### config.mk
export PLATFORM = sky130hd
export DESIGN_NAME = execute_stage
export DESIGN_NICKNAME = d
export VERILOG_FILES = /design/src/rtl/execute_stage.sv
export SDC_FILE = /design/constraint.sdc
export NUM_CORES = 1
export LEC_CHECK = 0
export ABC_AREA = 1
export CAP_MARGIN = 20
export CORE_ASPECT_RATIO = 1.4
export CORE_MARGIN = 2
export CORE_UTILIZATION = 50
export CTS_BUF_LIST = sky130_fd_sc_hd__clkbuf_4 sky130_fd_sc_hd__clkbuf_8
export DETAILED_ROUTE_END_ITERATION = 12
export PLACE_DENSITY_LB_ADDON = 0.3
export REMOVE_ABC_BUFFERS = 1
export SYNTH_ARGS = -nofsm -noshare
export SYNTH_HDL_FRONTEND = slang
export SYNTH_SLANG_ARGS = --single-unit
### constraint.sdc
create_clock -name clk -period 5.69 [get_ports clk]
set_input_delay 1.138 -clock clk [delete_from_list [all_inputs] [get_ports clk]]
set_output_delay 1.138 -clock clk [all_outputs]
set_load 0.05 [all_outputs]
### src/rtl/execute_stage.sv
// Execute stage: operand forwarding, ALU, branch/jump resolution, redirect squash, E->M register.
// Optional macro EXEC_FORWARDING_EN enables the M/W forwarding muxes.
module execute_stage #(
  parameter int unsigned WIDTH = 32
) (
  input  logic             clk,
  input  logic             rst,
  input  logic             ValidE,
  input  logic             RegWriteE,
  input  logic             MemWriteE,
  input  logic             JumpE,
  input  logic             BranchE,
  input  logic             ALUSrcE,
  input  logic             JALRctrlE,
  input  logic [1:0]       ResultSrcE,
  input  logic [2:0]       ALUControlE,
  input  logic [WIDTH-1:0] RD1E,
  input  logic [WIDTH-1:0] RD2E,
  input  logic [WIDTH-1:0] PCE,
  input  logic [WIDTH-1:0] ImmExtE,
  input  logic [WIDTH-1:0] PCPlus4E,
  input  logic [4:0]       Rs1E,
  input  logic [4:0]       Rs2E,
  input  logic [4:0]       RdE,
  input  logic             RegWriteW,
  input  logic [4:0]       RdW,
  input  logic [WIDTH-1:0] ResultW,
  output logic             PCSrcE,
  output logic [WIDTH-1:0] PCTargetE,
  output logic             RegWriteM,
  output logic             MemWriteM,
  output logic             ValidM,
  output logic [1:0]       ResultSrcM,
  output logic [4:0]       RdM,
  output logic [WIDTH-1:0] ALUResultM,
  output logic [WIDTH-1:0] WriteDataM,
  output logic [WIDTH-1:0] PCPlus4M
);

  typedef enum logic [2:0] {
    ALU_ADD = 3'b000,
    ALU_SUB = 3'b001,
    ALU_AND = 3'b010,
    ALU_OR  = 3'b011,
    ALU_XOR = 3'b100,
    ALU_SLT = 3'b101,
    ALU_SLL = 3'b110,
    ALU_SRL = 3'b111
  } alu_op_e;

  logic [1:0]       squash_q, squash_d;
  logic             regwrite_m_q, memwrite_m_q, valid_m_q;
  logic [1:0]       resultsrc_m_q;
  logic [4:0]       rd_m_q;
  logic [WIDTH-1:0] aluresult_m_q, writedata_m_q, pcplus4_m_q;

  logic             v;
  logic [WIDTH-1:0] fwd_a, fwd_b, src_a, src_b, alu_res;
  alu_op_e          alu_op;

  assign v      = ValidE && (squash_q == 2'd0);
  assign alu_op = alu_op_e'(ALUControlE);

`ifdef EXEC_FORWARDING_EN
  logic             m_src_ok;
  logic [WIDTH-1:0] m_val;

  // Index 0 is never forwarded; M beats W when both match.
  assign m_src_ok = regwrite_m_q && valid_m_q && (rd_m_q != 5'd0);
  assign m_val    = (resultsrc_m_q == 2'b10) ? pcplus4_m_q : aluresult_m_q;

  always_comb begin
    fwd_a = RD1E;
    if (m_src_ok && (rd_m_q == Rs1E))
      fwd_a = m_val;
    else if (RegWriteW && (RdW != 5'd0) && (RdW == Rs1E))
      fwd_a = ResultW;
  end

  always_comb begin
    fwd_b = RD2E;
    if (m_src_ok && (rd_m_q == Rs2E))
      fwd_b = m_val;
    else if (RegWriteW && (RdW != 5'd0) && (RdW == Rs2E))
      fwd_b = ResultW;
  end
`else
  logic unused_fwd_inputs;

  assign unused_fwd_inputs = ^{RegWriteW, RdW, ResultW, Rs1E, Rs2E};
  assign fwd_a = RD1E;
  assign fwd_b = RD2E;
`endif

  assign src_a = fwd_a;
  assign src_b = ALUSrcE ? ImmExtE : fwd_b;

  always_comb begin
    alu_res = '0;
    case (alu_op)
      ALU_ADD: alu_res = src_a + src_b;
      ALU_SUB: alu_res = src_a - src_b;
      ALU_AND: alu_res = src_a & src_b;
      ALU_OR:  alu_res = src_a | src_b;
      ALU_XOR: alu_res = src_a ^ src_b;
      ALU_SLT: alu_res = {{(WIDTH-1){1'b0}}, ($signed(src_a) < $signed(src_b))};
      ALU_SLL: alu_res = src_a << src_b[4:0];
      ALU_SRL: alu_res = src_a >> src_b[4:0];
      default: alu_res = '0;
    endcase
  end

  assign PCSrcE    = v && (JumpE || (BranchE && (alu_res == '0)));
  assign PCTargetE = JALRctrlE ? {alu_res[WIDTH-1:1], 1'b0} : (PCE + ImmExtE);

  // Two wrong-path slots follow every redirect; v stays low while counting.
  always_comb begin
    squash_d = squash_q;
    if (PCSrcE)
      squash_d = 2'd2;
    else if (squash_q != 2'd0)
      squash_d = squash_q - 2'd1;
  end

  always_ff @(posedge clk or posedge rst) begin
    if (rst) begin
      squash_q      <= '0;
      regwrite_m_q  <= 1'b0;
      memwrite_m_q  <= 1'b0;
      valid_m_q     <= 1'b0;
      resultsrc_m_q <= '0;
      rd_m_q        <= '0;
      aluresult_m_q <= '0;
      writedata_m_q <= '0;
      pcplus4_m_q   <= '0;
    end else begin
      squash_q      <= squash_d;
      regwrite_m_q  <= v && RegWriteE;
      memwrite_m_q  <= v && MemWriteE;
      valid_m_q     <= v;
      resultsrc_m_q <= ResultSrcE;
      rd_m_q        <= RdE;
      aluresult_m_q <= alu_res;
      writedata_m_q <= fwd_b;
      pcplus4_m_q   <= PCPlus4E;
    end
  end

  assign RegWriteM  = regwrite_m_q;
  assign MemWriteM  = memwrite_m_q;
  assign ValidM     = valid_m_q;
  assign ResultSrcM = resultsrc_m_q;
  assign RdM        = rd_m_q;
  assign ALUResultM = aluresult_m_q;
  assign WriteDataM = writedata_m_q;
  assign PCPlus4M   = pcplus4_m_q;

endmodule

==> flow_summary.json <==
{
  "outcome": "finished, violations left",
  "failing_checks": "negative setup slack",
  "dominantRegCellSynth": "sky130_fd_sc_hd__dfrtp_1",
  "timing.final.max_slew_violations": 0,
  "cp.depth": 30,
  "n_antenna_cell": 0,
  "vias_per_cell": 6.03,
  "setup.worst_path.class": "input pin to output port",
  "grt_first_pass_wirelength_mm": 116,
  "finish.instance_area_um2": 22200,
  "routed_wl_mm": 80.0,
  "post_route_cells_drive_above_1_share_pct": 21.2,
  "path_max_fanout": 14,
  "area.growth.synth_to_final_pct": 49.3,
  "clock_tree.buffer_depth": 2,
  "synth-edff-count": 0,
  "antenna_left": 0,
  "root_buffer": "sky130_fd_sc_hd__clkbuf_8",
  "hold_viol_final": 0,
  "grt_util_all_layers_pct": 49.3,
  "first_global_vias": 20300,
  "die-height_um": 208,
  "max-slew-margin-rel_pct": 35.5,
  "finClkSkew_ns": 0.0242,
  "globalRouteMet2Util_pct": 78.1,
  "post-route-min-period_ns": 5.76,
  "iteration_0_drc_count_of_the_detailed_router": 2417,
  "async_reset_ff_share_pct": 100,
  "reg2reg_depth": 8,
  "post-route-drc-count": 0,
  "p_int_mw": 2.22,
  "cellLeakagePower_nw": 11.3,
  "seq_area_frac_synth_pct": 18.2,
  "yosys.cell_types.count": 53,
  "max_cap_viol_count": 0,
  "clk_pin_slew_ns": 0.16,
  "use_met3_pct": 10.1,
  "worst_path_max_delay_cell": "sky130_fd_sc_hd__or2_4",
  "cts_htree_levels": 3,
  "synth-seq-cells": 108,
  "setup_repair_after_global_routing_missed_its_margin": "true",
  "cts.sink_count": 108,
  "grt_max_degree": 76,
  "critPathLaunchType": "input pin",
  "effective_utilization_at_floorplan_pct": 50.9,
  "placement_rows": 74,
  "post_route_worst_setup_slack_ns": -0.0661,
  "mapped_avg_cell_area_um2": 5.92,
  "syn-cell-area_um2": 14900,
  "fin_nets": 3489,
  "setup.worst_path.end": "PCSrcE",
  "cts_buffers": 9,
  "globalplace.congestion": 1.14,
  "tritoncts": "built",
  "numPortBuffers": 317,
  "worst_setup_path_end_kind": "output port",
  "synth_cells": 2513,
  "worst-r2r-setup-slack_ns": 4.14,
  "antenna_violations_before_repair": 0,
  "cp_top_family": "simple AND/OR/NAND/NOR gates",
  "vias": 21200,
  "drt_pass1_iterations": 7,
  "floorplan_core_area_um2": 29300,
  "critical-path-top-cell-by-count": "sky130_fd_sc_hd__nand2_1",
  "nFillCells": 2309,
  "required_ns": 4.55,
  "grt_busiest_layer": "met2",
  "die_width_um": 150,
  "fraction_of_power_consumed_by_combinational_cells_pct": 68.2,
  "utilization_pct": 75.9,
  "final_min_period_over_clock_period_pct": 101,
  "max-vdd-ir-drop_v": 0.000254,
  "share_clk_of_total_power_pct": 12.7,
  "post_drt_wl_per_cell_um": 22.8,
  "dieArea_um2": 31200,
  "post-dp-hpwl_mm": 63.3,
  "holdCritPathClass": "flop to flop",
  "dpl_cell_area_um2": 21000,
  "power_switching_share_pct": 51.5,
  "worstSkewPairLatency_ns": 0.48,
  "total_switching_power_mw": 2.36,
  "power.density_cell_area_nw_per_um2": 206,
  "grt_util_met1_pct": 55.9,
  "reg2reg_from": "squash_q[0]",
  "yosys_warning_count": 0,
  "worst-path-buf-inv": 11,
  "critPathLaunch": "ALUSrcE",
  "tightestPinTransition_ns": 0.968,
  "critical-path-max-stage-delay_ns": 0.24,
  "fmax_mhz": 174,
  "grt-ovfl-total": 0,
  "worst_ep_arrival_time_ns": 4.62,
  "hold_slack_ns": 0.594,
  "critical_path.reg2reg.endpoint": "squash_q[0]",
  "part_of_the_power_in_registers_pct": 19.1,
  "top_level_ports": 366,
  "final-setup-viol-count": 1
}
## state kept, by name (all words and copies together) (netlist names)
register / cells
RegWriteM: 1
ALUResultM: 32
MemWriteM: 1
ResultSrcM: 2
squash_q: 2
ValidM: 1
PCPlus4M: 32
RdM: 5
WriteDataM: 32
## worst min-delay path by stage
stage | start | to | depth (start not counted)
floorplan | squash_q[0] | squash_q[0] | 2
global placement | squash_q[0] | squash_q[0] | 2
detailed placement | squash_q[0] | squash_q[0] | 2
finish | squash_q[0] | squash_q[0] | 2
CTS | squash_q[0] | squash_q[0] | 2
global route | squash_q[0] | squash_q[0] | 2
## cells in the mapped netlist, types with 8 or more instances
cell                         n  area [µm²]
sky130_fd_sc_hd__o211ai_1    8        60.1
sky130_fd_sc_hd__xor2_1     22         193
sky130_fd_sc_hd__nand2_1   673        2530
sky130_fd_sc_hd__a21oi_1   159         796
sky130_fd_sc_hd__o21ai_0    94         470
sky130_fd_sc_hd__o22ai_1    21         131
sky130_fd_sc_hd__or2_2      28         175
sky130_fd_sc_hd__xnor2_1    11        96.3
sky130_fd_sc_hd__nand3_2     8        80.1
sky130_fd_sc_hd__nand4_1    34         213
sky130_fd_sc_hd__dfrtp_1   108        2700
sky130_fd_sc_hd__nor2_1    205         769
sky130_fd_sc_hd__nand3_1   490        2450
sky130_fd_sc_hd__clkbuf_1   24        90.1
sky130_fd_sc_hd__nor3_1     19        95.1
sky130_fd_sc_hd__buf_4       9        67.6
sky130_fd_sc_hd__ha_1      129        1610
sky130_fd_sc_hd__buf_6      13         146
sky130_fd_sc_hd__buf_2      53         265
sky130_fd_sc_hd__o21bai_1    9        67.6
sky130_fd_sc_hd__inv_1     307        1150
## stage by stage
stage | power, mW | instances | TNS (ns) | setup slack (ns)
2_1_floorplan | 2.37 | 2410 | -0.194 | -0.126
3_3_place_gp | 3.66 | 3473 | -0.238 | -0.238
3_5_place_dp | 3.72 | 3473 | -0.345 | -0.268
4_1_cts | 4.38 | 3504 | 0 | 0.00347
5_1_grt | 4.76 | 3515 | -0.203 | -0.192
6_report | 4.58 | 3515 | -0.0661 | -0.0661
## power by group through the flow
stage	Sequential [mW]	Clock, mW	Combinational (mW)
3_5_place_dp	0.887	0	2.84
4_1_cts	0.875	0.574	2.93
6_report	0.876	0.583	3.13
2_1_floorplan	1.13	0	1.24
3_3_place_gp	0.880	0	2.78
5_1_grt	0.880	0.602	3.27
## per-layer routing
layer | vias up | routed length, µm
met5 | - | 0
met4 | 0 | 9320
met3 | 501 | 8780
met2 | 1591 | 34800
met1 | 9601 | 27100
li1 | 9495 | -
## kinds of logic (layout without fill, tap and decap cells)
| family | after synthesis | after routing | synth area share (%) |
|---|---|---|---|
| adders and majority gates | 132 | 132 | 11.3 |
| buffers and inverters | 422 | 1044 | 12.2 |
| AOI/OAI and AO/OA | 326 | 326 | 12.1 |
| and+or+nand+nor | 1492 | 1492 | 44.3 |
| DFF | 108 | 108 | 18.2 |
| xor gates and xnor gates | 33 | 33 | 1.94 |
## tightest hold or removal path: stages (launching register included)
cell                      delay [ns]
sky130_fd_sc_hd__dfrtp_1        0.41
sky130_fd_sc_hd__nand3_1        0.10
sky130_fd_sc_hd__nand2_1        0.07
## placed cells by master, fill, tap and decap left out, types with 17 or more instances in the layout
| master | n |
|---|---|
| sky130_fd_sc_hd__nor2_1 | 164 |
| sky130_fd_sc_hd__nand3_2 | 25 |
| sky130_fd_sc_hd__o21ai_0 | 63 |
| sky130_fd_sc_hd__nand4_1 | 34 |
| sky130_fd_sc_hd__ha_4 | 17 |
| sky130_fd_sc_hd__inv_1 | 302 |
| sky130_fd_sc_hd__nand2_1 | 652 |
| sky130_fd_sc_hd__o21ai_1 | 20 |
| sky130_fd_sc_hd__nor2_2 | 35 |
| sky130_fd_sc_hd__dfrtp_1 | 108 |
| sky130_fd_sc_hd__ha_1 | 102 |
| sky130_fd_sc_hd__clkdlybuf4s50_1 | 279 |
| sky130_fd_sc_hd__xor2_1 | 22 |
| sky130_fd_sc_hd__nand2_2 | 26 |
| sky130_fd_sc_hd__a21oi_2 | 24 |
| sky130_fd_sc_hd__buf_12 | 35 |
| sky130_fd_sc_hd__nand3_1 | 473 |
| sky130_fd_sc_hd__buf_4 | 386 |
| sky130_fd_sc_hd__or2_2 | 25 |
| sky130_fd_sc_hd__a21oi_1 | 134 |
| sky130_fd_sc_hd__o22ai_1 | 21 |
## cell type report
type	count	area [µm²]	area share [%]
inverter	319	1220	5.48
multi-input combinational	1983	11100	50.1
timing repair buffer	709	6480	29.2
clock inverter	7	86.3	0.389
tap	380	475	2.14
sequential	108	2700	12.2
clock buffer	9	124	0.558
## timing repair
action / in CTS / in global routing
pin swaps: 26 / 39
hold buffers: 0 / 0
buffers inserted: 15 / 9
gates resized for setup: 109 / 124
gates cloned: 0 / 1
setup endpoints to repair: 4 / 12
Power figures use the tool's default switching activity.
